`src/rtl/ram_pkg.sv`:
```
// rtl/ram_pkg.sv - Shared RAM geometry and loader state encoding.
package ram_pkg;

    localparam int DATA_SIZE     = 16;
    localparam int WORDS_PER_ROW = 256;
    localparam int ROWS          = 32;
    localparam int FIFO_DEPTH    = 16;

    typedef enum logic [2:0] {
        ST_IDLE  = 3'd0,
        ST_PRIME = 3'd1,
        ST_RUN   = 3'd2,
        ST_FLUSH = 3'd3,
        ST_DONE  = 3'd4
    } state_t;

    // Requests beyond the physical row count are served as a full-RAM job.
    function automatic logic [5:0] clamp_rows(input logic [5:0] req, input int max_rows);
        if (int'(req) > max_rows) begin
            return 6'(max_rows);
        end
        return req;
    endfunction

endpackage

```
`src/rtl/word_fifo.sv`:
```
// rtl/word_fifo.sv - Synchronous word FIFO with full/empty flags and a show-ahead head word.
module word_fifo #(
    parameter int WIDTH = 16,
    parameter int DEPTH = 16
) (
    input  logic             i_clk,
    input  logic             i_rst,
    input  logic             i_push,
    input  logic [WIDTH-1:0] i_data,
    input  logic             i_pop,
    output logic [WIDTH-1:0] o_data,
    output logic             o_full,
    output logic             o_empty
);

    localparam int AW = (DEPTH > 1) ? $clog2(DEPTH) : 1;
    localparam int CW = $clog2(DEPTH + 1);

    logic [WIDTH-1:0] r_mem [DEPTH];
    logic [AW-1:0]    r_wr_ptr;
    logic [AW-1:0]    r_rd_ptr;
    logic [CW-1:0]    r_count;
    logic             w_do_push;
    logic             w_do_pop;

    function automatic logic [AW-1:0] ptr_next(input logic [AW-1:0] p);
        return (p == AW'(DEPTH - 1)) ? '0 : p + 1'b1;
    endfunction

    assign o_full    = (r_count == CW'(DEPTH));
    assign o_empty   = (r_count == '0);
    assign o_data    = r_mem[r_rd_ptr];
    assign w_do_push = i_push && !o_full;
    assign w_do_pop  = i_pop && !o_empty;

    always_ff @(posedge i_clk) begin
        if (w_do_push) begin
            r_mem[r_wr_ptr] <= i_data;
        end
    end

    always_ff @(posedge i_clk or posedge i_rst) begin
        if (i_rst) begin
            r_wr_ptr <= '0;
            r_rd_ptr <= '0;
            r_count  <= '0;
        end else begin
            if (w_do_push) begin
                r_wr_ptr <= ptr_next(r_wr_ptr);
            end
            if (w_do_pop) begin
                r_rd_ptr <= ptr_next(r_rd_ptr);
            end
            if (w_do_push && !w_do_pop) begin
                r_count <= r_count + 1'b1;
            end else if (!w_do_push && w_do_pop) begin
                r_count <= r_count - 1'b1;
            end
        end
    end

endmodule

```
`src/rtl/ram_stream_loader.sv`:
```
// rtl/ram_stream_loader.sv - Streams FIFO-buffered words into a row/word-sequenced RAM, or reads rows back out.
module ram_stream_loader #(
    parameter int DATA_SIZE     = ram_pkg::DATA_SIZE,
    parameter int WORDS_PER_ROW = ram_pkg::WORDS_PER_ROW,
    parameter int ROWS          = ram_pkg::ROWS,
    parameter int FIFO_DEPTH    = ram_pkg::FIFO_DEPTH
) (
    input  logic                 clock,
    input  logic                 reset,
    input  logic                 start,
    input  logic                 mode_write,
    input  logic [5:0]           row_count,
    input  logic                 in_valid,
    input  logic [DATA_SIZE-1:0] in_data,
    output logic                 in_ready,
    output logic                 ram_reset,
    output logic                 ram_write1_read0,
    output logic [DATA_SIZE-1:0] ram_data_in,
    input  logic [DATA_SIZE-1:0] ram_data_out,
    output logic                 out_valid,
    output logic [DATA_SIZE-1:0] out_data,
    output logic                 busy,
    output logic                 done,
    output logic [7:0]           underrun_count,
    output logic [4:0]           row_display,
    output logic [7:0]           word_display
);

    import ram_pkg::state_t;
    import ram_pkg::clamp_rows;
    import ram_pkg::ST_IDLE;
    import ram_pkg::ST_PRIME;
    import ram_pkg::ST_RUN;
    import ram_pkg::ST_FLUSH;
    import ram_pkg::ST_DONE;

    localparam logic [7:0] C_WORD_LAST = 8'(WORDS_PER_ROW - 1);

    state_t               r_state;
    state_t               w_next_state;
    logic                 r_alive;
    logic                 r_mode;
    logic [5:0]           r_rows;
    logic [7:0]           r_word_cnt;
    logic [4:0]           r_row_cnt;
    logic [7:0]           r_underrun;
    logic                 r_out_valid;
    logic [DATA_SIZE-1:0] r_out_data;

    logic                 w_push;
    logic                 w_pop;
    logic                 w_fifo_full;
    logic                 w_fifo_empty;
    logic [DATA_SIZE-1:0] w_fifo_data;
    logic                 w_write_run;
    logic                 w_read_run;
    logic                 w_run_last;
    logic [5:0]           w_req_rows;

    assign w_req_rows  = clamp_rows(row_count, ROWS);
    assign w_write_run = (r_state == ST_RUN) && r_mode;
    assign w_read_run  = (r_state == ST_RUN) && !r_mode;
    assign w_run_last  = (r_word_cnt == C_WORD_LAST) && ({1'b0, r_row_cnt} == r_rows - 6'd1);

    // r_alive holds in_ready low until the first clock edge after reset release.
    assign in_ready = r_alive && !w_fifo_full;
    assign w_push   = in_valid && in_ready;
    assign w_pop    = w_write_run && !w_fifo_empty;

    assign out_valid      = r_out_valid;
    assign out_data       = r_out_data;
    assign underrun_count = r_underrun;
    assign row_display    = r_row_cnt;
    assign word_display   = r_word_cnt;

    word_fifo #(
        .WIDTH (DATA_SIZE),
        .DEPTH (FIFO_DEPTH)
    ) u_fifo (
        .i_clk   (clock),
        .i_rst   (reset),
        .i_push  (w_push),
        .i_data  (in_data),
        .i_pop   (w_pop),
        .o_data  (w_fifo_data),
        .o_full  (w_fifo_full),
        .o_empty (w_fifo_empty)
    );

    always_ff @(posedge clock or posedge reset) begin
        if (reset) begin
            r_state <= ST_IDLE;
        end else begin
            r_state <= w_next_state;
        end
    end

    always_comb begin
        w_next_state     = r_state;
        busy             = 1'b0;
        done             = 1'b0;
        ram_reset        = r_alive;
        ram_write1_read0 = 1'b0;
        ram_data_in      = '0;
        case (r_state)
            ST_IDLE: begin
                if (start) begin
                    w_next_state = (w_req_rows == 6'd0) ? ST_DONE : ST_PRIME;
                end
            end
            ST_PRIME: begin
                busy             = 1'b1;
                ram_reset        = 1'b0;
                ram_write1_read0 = r_mode;
                w_next_state     = ST_RUN;
            end
            ST_RUN: begin
                busy             = 1'b1;
                ram_write1_read0 = r_mode;
                // Only words already resident at the start of the cycle reach the RAM.
                if (r_mode && !w_fifo_empty) begin
                    ram_data_in = w_fifo_data;
                end
                if (w_run_last) begin
                    w_next_state = r_mode ? ST_DONE : ST_FLUSH;
                end
            end
            ST_FLUSH: begin
                busy             = 1'b1;
                ram_write1_read0 = r_mode;
                w_next_state     = ST_DONE;
            end
            ST_DONE: begin
                busy         = 1'b1;
                done         = 1'b1;
                w_next_state = ST_IDLE;
            end
            default: begin
                w_next_state = ST_IDLE;
            end
        endcase
    end

    always_ff @(posedge clock or posedge reset) begin
        if (reset) begin
            r_alive     <= 1'b0;
            r_mode      <= 1'b0;
            r_rows      <= '0;
            r_word_cnt  <= '0;
            r_row_cnt   <= '0;
            r_underrun  <= '0;
            r_out_valid <= 1'b0;
            r_out_data  <= '0;
        end else begin
            r_alive     <= 1'b1;
            r_out_valid <= w_read_run;
            if (w_read_run) begin
                r_out_data <= ram_data_out;
            end
            case (r_state)
                ST_IDLE: begin
                    if (start) begin
                        r_mode <= mode_write;
                        r_rows <= w_req_rows;
                    end
                end
                ST_PRIME: begin
                    r_word_cnt <= '0;
                    r_row_cnt  <= '0;
                    r_underrun <= '0;
                end
                ST_RUN: begin
                    if (r_word_cnt == C_WORD_LAST) begin
                        r_word_cnt <= '0;
                        r_row_cnt  <= r_row_cnt + 1'b1;
                    end else begin
                        r_word_cnt <= r_word_cnt + 1'b1;
                    end
                    if (r_mode && w_fifo_empty && (r_underrun != 8'hFF)) begin
                        r_underrun <= r_underrun + 1'b1;
                    end
                end
                default: begin
                end
            endcase
        end
    end

endmodule

```
`config.mk`:
```
export PLATFORM = sky130hd
export DESIGN_NAME = ram_stream_loader
export DESIGN_NICKNAME = d
export VERILOG_FILES = /design/src/rtl/ram_pkg.sv /design/src/rtl/word_fifo.sv /design/src/rtl/ram_stream_loader.sv
export SDC_FILE = /design/constraint.sdc
export NUM_CORES = 1
export LEC_CHECK = 0
export CORE_UTILIZATION = 35
export CTS_CLUSTER_DIAMETER = 200
export DETAILED_ROUTE_END_ITERATION = 7
export GPL_TIMING_DRIVEN = 0
export MAX_ROUTING_LAYER = met4
export PLACE_DENSITY_LB_ADDON = 0.2
export SLEW_MARGIN = 20
export SYNTH_ARGS = -nofsm -noshare
export SYNTH_HDL_FRONTEND = slang
export SYNTH_SLANG_ARGS = --single-unit
export TNS_END_PERCENT = 30
```
`constraint.sdc`:
```
create_clock -name clock -period 3.4 [get_ports clock]
set_input_delay 0.68 -clock clock [delete_from_list [all_inputs] [get_ports clock]]
set_output_delay 0.68 -clock clock [all_outputs]
set_load 0.1 [all_outputs]
```
==> results of run 1 <==
## how the worst max path moves through the flow
| stage | from | endpoint | slack [ns] | cells past startpoint |
|---|---|---|---|---|
| detailed placement | u_fifo.r_rd_ptr[1]$_DFFE_PP0P_ | ram_data_in[7] | -1.21 | 6 |
| CTS | u_fifo.r_rd_ptr[0]$_DFFE_PP0P_ | ram_data_in[2] | 0.001 | 6 |
| global placement | u_fifo.r_rd_ptr[1]$_DFFE_PP0P_ | ram_data_in[8] | -1.20 | 6 |
| global route | u_fifo.r_rd_ptr[0]$_DFFE_PP0P_ | ram_data_in[0] | -0.03 | 6 |
| floorplan | u_fifo.r_rd_ptr[0]$_DFFE_PP0P_ | ram_data_in[13] | -0.20 | 6 |
| finish | u_fifo.r_rd_ptr[0]$_DFFE_PP0P_ | ram_data_in[1] | 0.04 | 6 |
## state kept, by name, summed over array words and instances (netlist names)
| register | cells |
|---|---|
| out_data | 16 |
| out_valid | 1 |
| r_alive | 1 |
| r_mode | 1 |
| r_rows | 6 |
| r_state | 3 |
| row_display | 5 |
| u_fifo.r_count | 5 |
| u_fifo.r_mem | 256 |
| u_fifo.r_rd_ptr | 4 |
| u_fifo.r_wr_ptr | 4 |
| underrun_count | 8 |
| word_display | 8 |
## worst reg2reg max path: cells and delay by family (launching register included)
kind / cells / cell delay, ns
AO/OA/AOI/OAI: 3 / 0.57
XOR/XNOR: 2 / 0.29
adder cells (fa/ha/maj): 2 / 0.65
buffers and inverters: 3 / 0.58
flip-flops: 1 / 0.42
AND/OR/NAND/NOR: 2 / 0.65
## metrics by stage
stage                     instance area, um^2  hold slack (ns)  util (%)  setup TNS (ns)
after global routing                    16070           0.5053     44.74         -0.1869
after global placement                  14500           0.4905     40.36          -36.35
final                                   16070           0.4966     44.74               0
after floorplan                         12910           0.4693         -          -2.240
after detailed placement                14530           0.4951     40.45          -19.93
after CTS                               15850           0.4945     44.13               0
## placed cells by master, fill, tap and decap left out, types with 5 or more instances in the layout
cell,netlist,final
sky130_fd_sc_hd__a21oi_1,6,6
sky130_fd_sc_hd__and2_1,16,15
sky130_fd_sc_hd__buf_12,0,8
sky130_fd_sc_hd__buf_4,0,6
sky130_fd_sc_hd__buf_6,1,10
sky130_fd_sc_hd__bufinv_16,0,6
sky130_fd_sc_hd__clkbuf_1,20,12
sky130_fd_sc_hd__clkbuf_16,0,38
sky130_fd_sc_hd__clkbuf_2,0,5
sky130_fd_sc_hd__clkbuf_8,0,5
sky130_fd_sc_hd__clkdlybuf4s50_1,0,83
sky130_fd_sc_hd__clkinv_2,0,9
sky130_fd_sc_hd__dfrtp_1,62,61
sky130_fd_sc_hd__edfxtp_1,256,256
sky130_fd_sc_hd__ha_1,13,13
sky130_fd_sc_hd__inv_1,11,10
sky130_fd_sc_hd__mux2_2,20,20
sky130_fd_sc_hd__mux4_2,80,80
sky130_fd_sc_hd__nand2_1,29,29
sky130_fd_sc_hd__nand2b_1,5,5
sky130_fd_sc_hd__nand3_1,12,12
sky130_fd_sc_hd__nand4_1,5,5
sky130_fd_sc_hd__nor2_1,21,21
sky130_fd_sc_hd__nor2b_1,21,14
sky130_fd_sc_hd__nor3_1,6,6
sky130_fd_sc_hd__o21ai_0,28,28
sky130_fd_sc_hd__xnor2_1,15,15
sky130_fd_sc_hd__xor2_1,10,10
## power by group
group          internal (W)  leakage [nW]  switching, W
clock network       0.00240         0.588       0.00150
logic               0.00218          1.80       0.00327
registers           0.00462          3.10      0.000297
total               0.00921          5.49       0.00507
## repair_timing
item / in CTS / in global routing
gates resized for setup: 145 / 39
buffers inserted: 4 / 0
endpoints found under the setup margin: 21 / 18
gates cloned: 0 / 2
hold endpoints to repair: 0 / 0
pin swaps: 1 / 0
## cell families (layout without fill, tap and decap cells)
logic type,after synthesis,count (layout),share of synthesized area (%)
flip-flops,318,318,71.64
AND/OR/NAND/NOR,139,139,5.763
multiplexers,101,101,15.80
AO/OA/AOI/OAI,52,52,2.377
buffers and inverters,40,210,1.281
XOR/XNOR,25,25,1.698
adder cells (fa/ha/maj),14,14,1.417
other,1,1,0.02908
## final cells by class
class / count / area, um^2 / area share [%]
inverter: 11 / 43.79 / 0.2725
clock inverter: 20 / 261.5 / 1.627
clock buffer: 43 / 927.1 / 5.770
buffer: 27 / 262.8 / 1.635
timing repair buffer: 109 / 1212 / 7.546
tap: 461 / 576.8 / 3.590
multi-input combinational: 332 / 3543 / 22.05
sequential: 318 / 9240 / 57.51
## layer usage
metal / GRT usage (%) / wire length [um]
met1: 22.44 / 13460
met4: 3.998 / 459
met3: 2.487 / 1107
met2: 25.83 / 14430
met5: - / 0
==> impl_summary.txt, run 1 <==
----------------------------------------------------
[Logic synthesis]
  Ranking of synthesized cells by area ... sky130_fd_sc_hd__edfxtp_1 (60%), sky130_fd_sc_hd__mux4_2 (14%), sky130_fd_sc_hd__dfrtp_1 (12%), sky130_fd_sc_hd__mux2_2 (1.7%), sky130_fd_sc_hd__ha_1 (1.3%)
  Sequential fraction of the synthesis area ... 71.64%
  Total of flip-flops plus latches after synthesis ... 318
  Mean instance size in the synthesized netlist ... 18.69 um^2
  Predominant post-synthesis flop cell ... sky130_fd_sc_hd__edfxtp_1
  Warnings, synthesis ... 0
  Synthesized area ... 12900 um^2
  Mapped Nets ... 747
  Number of library cell types mapped by synthesis ... 47
  Proportion of netlist area held by the largest area contributor ... 59.61%
  Most instantiated library cell after synthesis ... sky130_fd_sc_hd__edfxtp_1
  Count of flip-flops with a built-in enable after synthesis ... 256
  Top cell type by total area after synthesis ... sky130_fd_sc_hd__edfxtp_1
  Ranking of synthesized cells by instance count ... sky130_fd_sc_hd__edfxtp_1 (256), sky130_fd_sc_hd__mux4_2 (80), sky130_fd_sc_hd__dfrtp_1 (62)
  Synthesized netlist cell count ... 690
  Share of async-settable or async-resettable flops after synthesis ... 19.50%

[Setup path]
  Data required, critical path ... 2.72 ns
  Signal arrival time at the worst endpoint ... 2.68 ns
  Critical register-to-register path endpoint ... u_fifo.r_count[4]$_DFFE_PP0P_
  Critical path type ... flop to primary output
  Slack of the worst reg-to-reg path ... 0.14 ns
  Cell with the largest stage delay on the worst path ... sky130_fd_sc_hd__mux4_2
  Number of cells on the worst reg-to-reg path ... 12
  Worst setup EP type ... primary output
  Largest fanout on the critical path ... 6
  Worst r2r src ... u_fifo.r_count[1]$_DFFE_PP0P_
  Cells traversed along the worst timing path ... buf_12 > buf_16 > mux4_2 > mux4_2 > nor2b_4 > buf_12
  Setup crit start kind ... flop
  Critical Path Max Stage Delay ... 0.52 ns
  Worst path buffer plus inverter count ... 3
  Dominant delay contributor by cell family on the critical path ... multiplexers

[Clock network]
  Cts hold-fix bufs ... 0
  Root Driver ... sky130_fd_sc_hd__clkbuf_16
  H-Tree Depth ... 2
  TritonCTS Buffers ... 35
  Total clock sinks ... 318
  Clock tree from TritonCTS ... built
  Number of buffers on the longest clock path ... 3
  Clock latency at the later pin of the worst-skew pair ... 0.52 ns
  Clk pin slew, worst setup/hold paths ... 0.06 ns

[STA]
  Max-slew headroom ... 23.28%
  Final hold violation count ... 0
  Final worst-path cycle share ... 98.83%
  Setup repair after global routing missed its margin ... yes
  Clock Skew ... 0.01919 ns
  Max-slew violations ... 0
  Minimum clock period ... 3.360 ns
  Least setup slack across all paths after layout ... 0.03990 ns
  Peak Freq ... 297.6 MHz
  Setup-failing EPs final ... 0
  Transition time of the tightest slew-check pin ... 1.151 ns

[Layout]
  Antenna cells ... 0
  Filler cell count ... 3118
  NumNets Final ... 891
  Non-filler cells, final ... 1321
  Proportion of layout cells with a drive suffix above 1 ... 25.23%
  Synth-to-Final Area Change ... 24.59%

[Routing]
  Number of antenna-violating nets in the routed design ... 0
  1st-pass router iterations ... 4
  Final Routed Wirelength ... 29450 um
  DRT iter0 DRCs ... 463
  WL/cell ... 22.30 um
  Routed vias ... 6685
  Vias per inst ... 5.061
  Count of unresolved DRC violations after routing ... 0

[Worst hold path]
  Class of the worst hold path ... primary input to asynchronous set/reset pin

[Global routing]
  Remaining global-route overflow ... 0
  Largest net degree at the start of global routing ... 41
  Initial antenna violation count ... 0
  Wire length of the first global-routing pass ... 44590 um
  Number of global-route vias before repair ... 7106
  Total track usage ... 16.40%

[Flow run]
  Max-Cap Viols ... 0

[Place]
  Placed wire-length estimate after detailed placement ... 17920 um
  Final GP Congestion ... 0.7436
  Number of I/O port buffers ... 101
  Pre-CTS worst setup slack ... -1.214 ns
  Cell count after placement ... 1253

[Die]
  Count of standard-cell rows ... 69
  Height of the die ... 194.0 um
  Top-level port count ... 102
  Initial Util ... 35.91%
  Horiz. Die Dim ... 194.0 um
  Placeable core region ... 35910 um^2
  Die Footprint ... 37620 um^2

[Outcome]
  Result of the run ... completed

[Pwr]
  Overall power ... 0.01427 W
  Worst-case vdd ir drop ... 689.6 uV
  P_leak ... 5.486 nW
  Pwr dens ... 888.2 nW/um^2

----------------------------------------------------
No activity file was read; power rests on OpenSTA's default activity.
==> run 2, diff against run 1 <==
RECOVER_POWER = 25   (was default)
==> run 2 against run 1 <==
  * Non-clock buffer count did not move
  * Power barely moved
  * First-iteration DRC count rose by 2.2%
  * Combinational power barely moved
  * Cell count did not move
  * Clock skew rose by 0.0022 ns
  * Critical path type unchanged
  * Critical endpoint unchanged
==> impl_summary.txt, run 2 (synthesized netlist as in run 1, its figures left out) <==
----------------------------------------------------
[STA]
  Clock Skew ... 0.02139 ns (+0.002199 ns)
  Peak Freq ... 297.1 MHz (-0.18%)
  Final worst-path cycle share ... 99.00% (+0.18 points)
  Setup repair after global routing missed its margin ... yes
  Max-slew headroom ... 24.70% (+1.4 points)
  Setup-failing EPs final ... 0 (unchanged)
  Final hold violation count ... 0 (unchanged)
  Worst Hold Margin ... 0.5069 ns (+0.01037 ns)
  Setup Total Neg Slack ... 0 ns (unchanged)
  Transition time of the tightest slew-check pin ... 1.129 ns (-0.02139 ns)
  Max-slew violations ... 0 (unchanged)
  Minimum clock period ... 3.366 ns (+0.006022 ns)

[Clock network]
  TritonCTS Buffers ... 35 (unchanged)
  Clock tree from TritonCTS ... built
  Number of buffers on the longest clock path ... 3 (unchanged)
  Root Driver ... sky130_fd_sc_hd__clkbuf_16
  H-Tree Depth ... 2 (unchanged)
  Total clock sinks ... 318 (unchanged)
  Clock latency at the later pin of the worst-skew pair ... 0.52 ns (about the same)
  Cts hold-fix bufs ... 0 (unchanged)
  Clk pin slew, worst setup/hold paths ... 0.06 ns (about the same)

[Global routing]
  Remaining global-route overflow ... 0 (unchanged)
  Total track usage ... 16.40% (unchanged)
  Largest net degree at the start of global routing ... 41 (unchanged)
  Initial antenna violation count ... 0 (unchanged)
  Wire length of the first global-routing pass ... 44590 um (unchanged)
  Number of global-route vias before repair ... 7106 (unchanged)

[Pwr]
  P_leak ... 5.476 nW (-0.19%)
  Worst-case vdd ir drop ... 689.6 uV (about the same)
  Pwr dens ... 889.8 nW/um^2 (+0.18%)

[Outcome]
  Result of the run ... completed

[Layout]
  Synth-to-Final Area Change ... 24.41%
  Proportion of layout cells with a drive suffix above 1 ... 25.23% (unchanged)
  Antenna cells ... 0 (unchanged)
  Filler cell count ... 3119 (+0.032%)
  NumNets Final ... 891 (unchanged)
  Max FFs per register ... 256 (unchanged)
  Non-filler cells, final ... 1321 (unchanged)
  Register ranked first by flip-flop count ... u_fifo.r_mem
  Most common library cell in the layout ignoring fill and taps ... sky130_fd_sc_hd__edfxtp_1
  Post-route cell area ... 16040 um^2 (-0.15%)
  Most frequent cells in the layout ... sky130_fd_sc_hd__edfxtp_1 (256), sky130_fd_sc_hd__mux4_2 (80), sky130_fd_sc_hd__clkdlybuf4s50_1 (74)

[Setup path]
  Setup crit start kind ... flop
  Signal arrival time at the worst endpoint ... 2.69 ns (about the same)
  Largest fanout on the critical path ... 6 (unchanged)
  Worst setup EP type ... primary output
  Data required, critical path ... 2.72 ns (about the same)
  Critical path type ... flop to primary output

[Place]
  Number of I/O port buffers ... 101 (unchanged)
  Final GP Congestion ... 0.7436 (unchanged)
  Cell count after placement ... 1253 (unchanged)
  Placed instance area ... 14530 um^2 (unchanged)
  Placed wire-length estimate after detailed placement ... 17920 um (unchanged)

[Die]
  Horiz. Die Dim ... 194.0 um (unchanged)
  Placeable core region ... 35910 um^2 (unchanged)
  Top-level port count ... 102 (unchanged)
  Die Footprint ... 37620 um^2 (unchanged)
  Count of standard-cell rows ... 69 (unchanged)
  Height of the die ... 194.0 um (unchanged)
  Initial Util ... 35.91% (unchanged)

[Routing]
  DRT iter0 DRCs ... 473 (+2.2%)
  WL/cell ... 22.30 um (about the same)
  1st-pass router iterations ... 4 (unchanged)
  Final Routed Wirelength ... 29460 um (about the same)
  Routed vias ... 6669 (-0.24%)
  Count of unresolved DRC violations after routing ... 0 (unchanged)
  Vias per inst ... 5.048 (-0.24%)
  Number of antenna-violating nets in the routed design ... 0 (unchanged)

[Flow run]
  Max-Cap Viols ... 0 (unchanged)

[Worst hold path]
  Class of the worst hold path ... flop to flop

----------------------------------------------------
## run 2: critical path: stages (launching register included)
cell                      delay, ns
sky130_fd_sc_hd__dfrtp_2       0.46
sky130_fd_sc_hd__buf_12        0.18
sky130_fd_sc_hd__buf_16        0.15
sky130_fd_sc_hd__mux4_2        0.51
sky130_fd_sc_hd__mux4_2        0.53
sky130_fd_sc_hd__nor2b_4       0.16
sky130_fd_sc_hd__buf_12        0.17
## run 2: per-layer routing
metal / wire (um) / track usage [%] / vias to the layer above
li1: - / - / 3021
met2: 14440 / 25.83 / 136
met4: 459 / 3.998 / 0
met1: 13240 / 22.44 / 3475
met5: 0 / - / -
met3: 1319 / 2.487 / 37
## run 2: what timing repair did
item,4_1_cts,5_1_grt
cloned,0,2
pin swaps,1,0
resized for setup,145,39
setup endpoints to repair,21,18
setup buffers,4,0
## run 2: report_power, final
group | switching, W | internal [W]
Combinational | 0.00327 | 0.00218
Sequential | 0.000297 | 0.00462
Clock | 0.00150 | 0.00240
## run 2: cell type report
| type | instances | area, um^2 | area share (%) |
|---|---|---|---|
| plain buffers | 27 | 262.8 | 1.638 |
| clock buffers | 43 | 927.1 | 5.779 |
| clock inverters | 20 | 261.5 | 1.630 |
| inverters | 11 | 42.54 | 0.2651 |
| multi-input cells | 332 | 3543 | 22.09 |
| flip-flops and latches | 318 | 9240 | 57.59 |
| well taps | 461 | 576.8 | 3.595 |
| repair buffers | 109 | 1190 | 7.416 |
## run 2: worst paths after layout
path                                           startpoint                             end  slack (ns)  cells after the start
hold reg to reg                   out_data[6]$_DFFE_PP0P_         out_data[6]$_DFFE_PP0P_        0.51                      1
min in group asynchronous                           reset        out_data[10]$_DFFE_PP0P_        0.82                      2
setup / recovery           u_fifo.r_rd_ptr[0]$_DFFE_PP0P_                  ram_data_in[1]        0.03                      6
setup reg to reg            u_fifo.r_count[1]$_DFFE_PP0P_   u_fifo.r_count[4]$_DFFE_PP0P_        0.14                     12
max in group asynchronous                           reset  u_fifo.r_rd_ptr[0]$_DFFE_PP0P_        0.93                      3
hold / removal                    out_data[6]$_DFFE_PP0P_         out_data[6]$_DFFE_PP0P_        0.51                      1
## run 2: per-stage QoR
step / power [W] / worst slack (ns) / util (%)
floorplan: 0.008717 / -0.2017 / -
detailed placement: 0.01011 / -1.214 / 40.45
global route: 0.01489 / -0.03292 / 44.67
global placement: 0.01007 / -1.200 / 40.36
finish: 0.01428 / 0.03388 / 44.67
CTS: 0.01421 / 0.001455 / 44.13
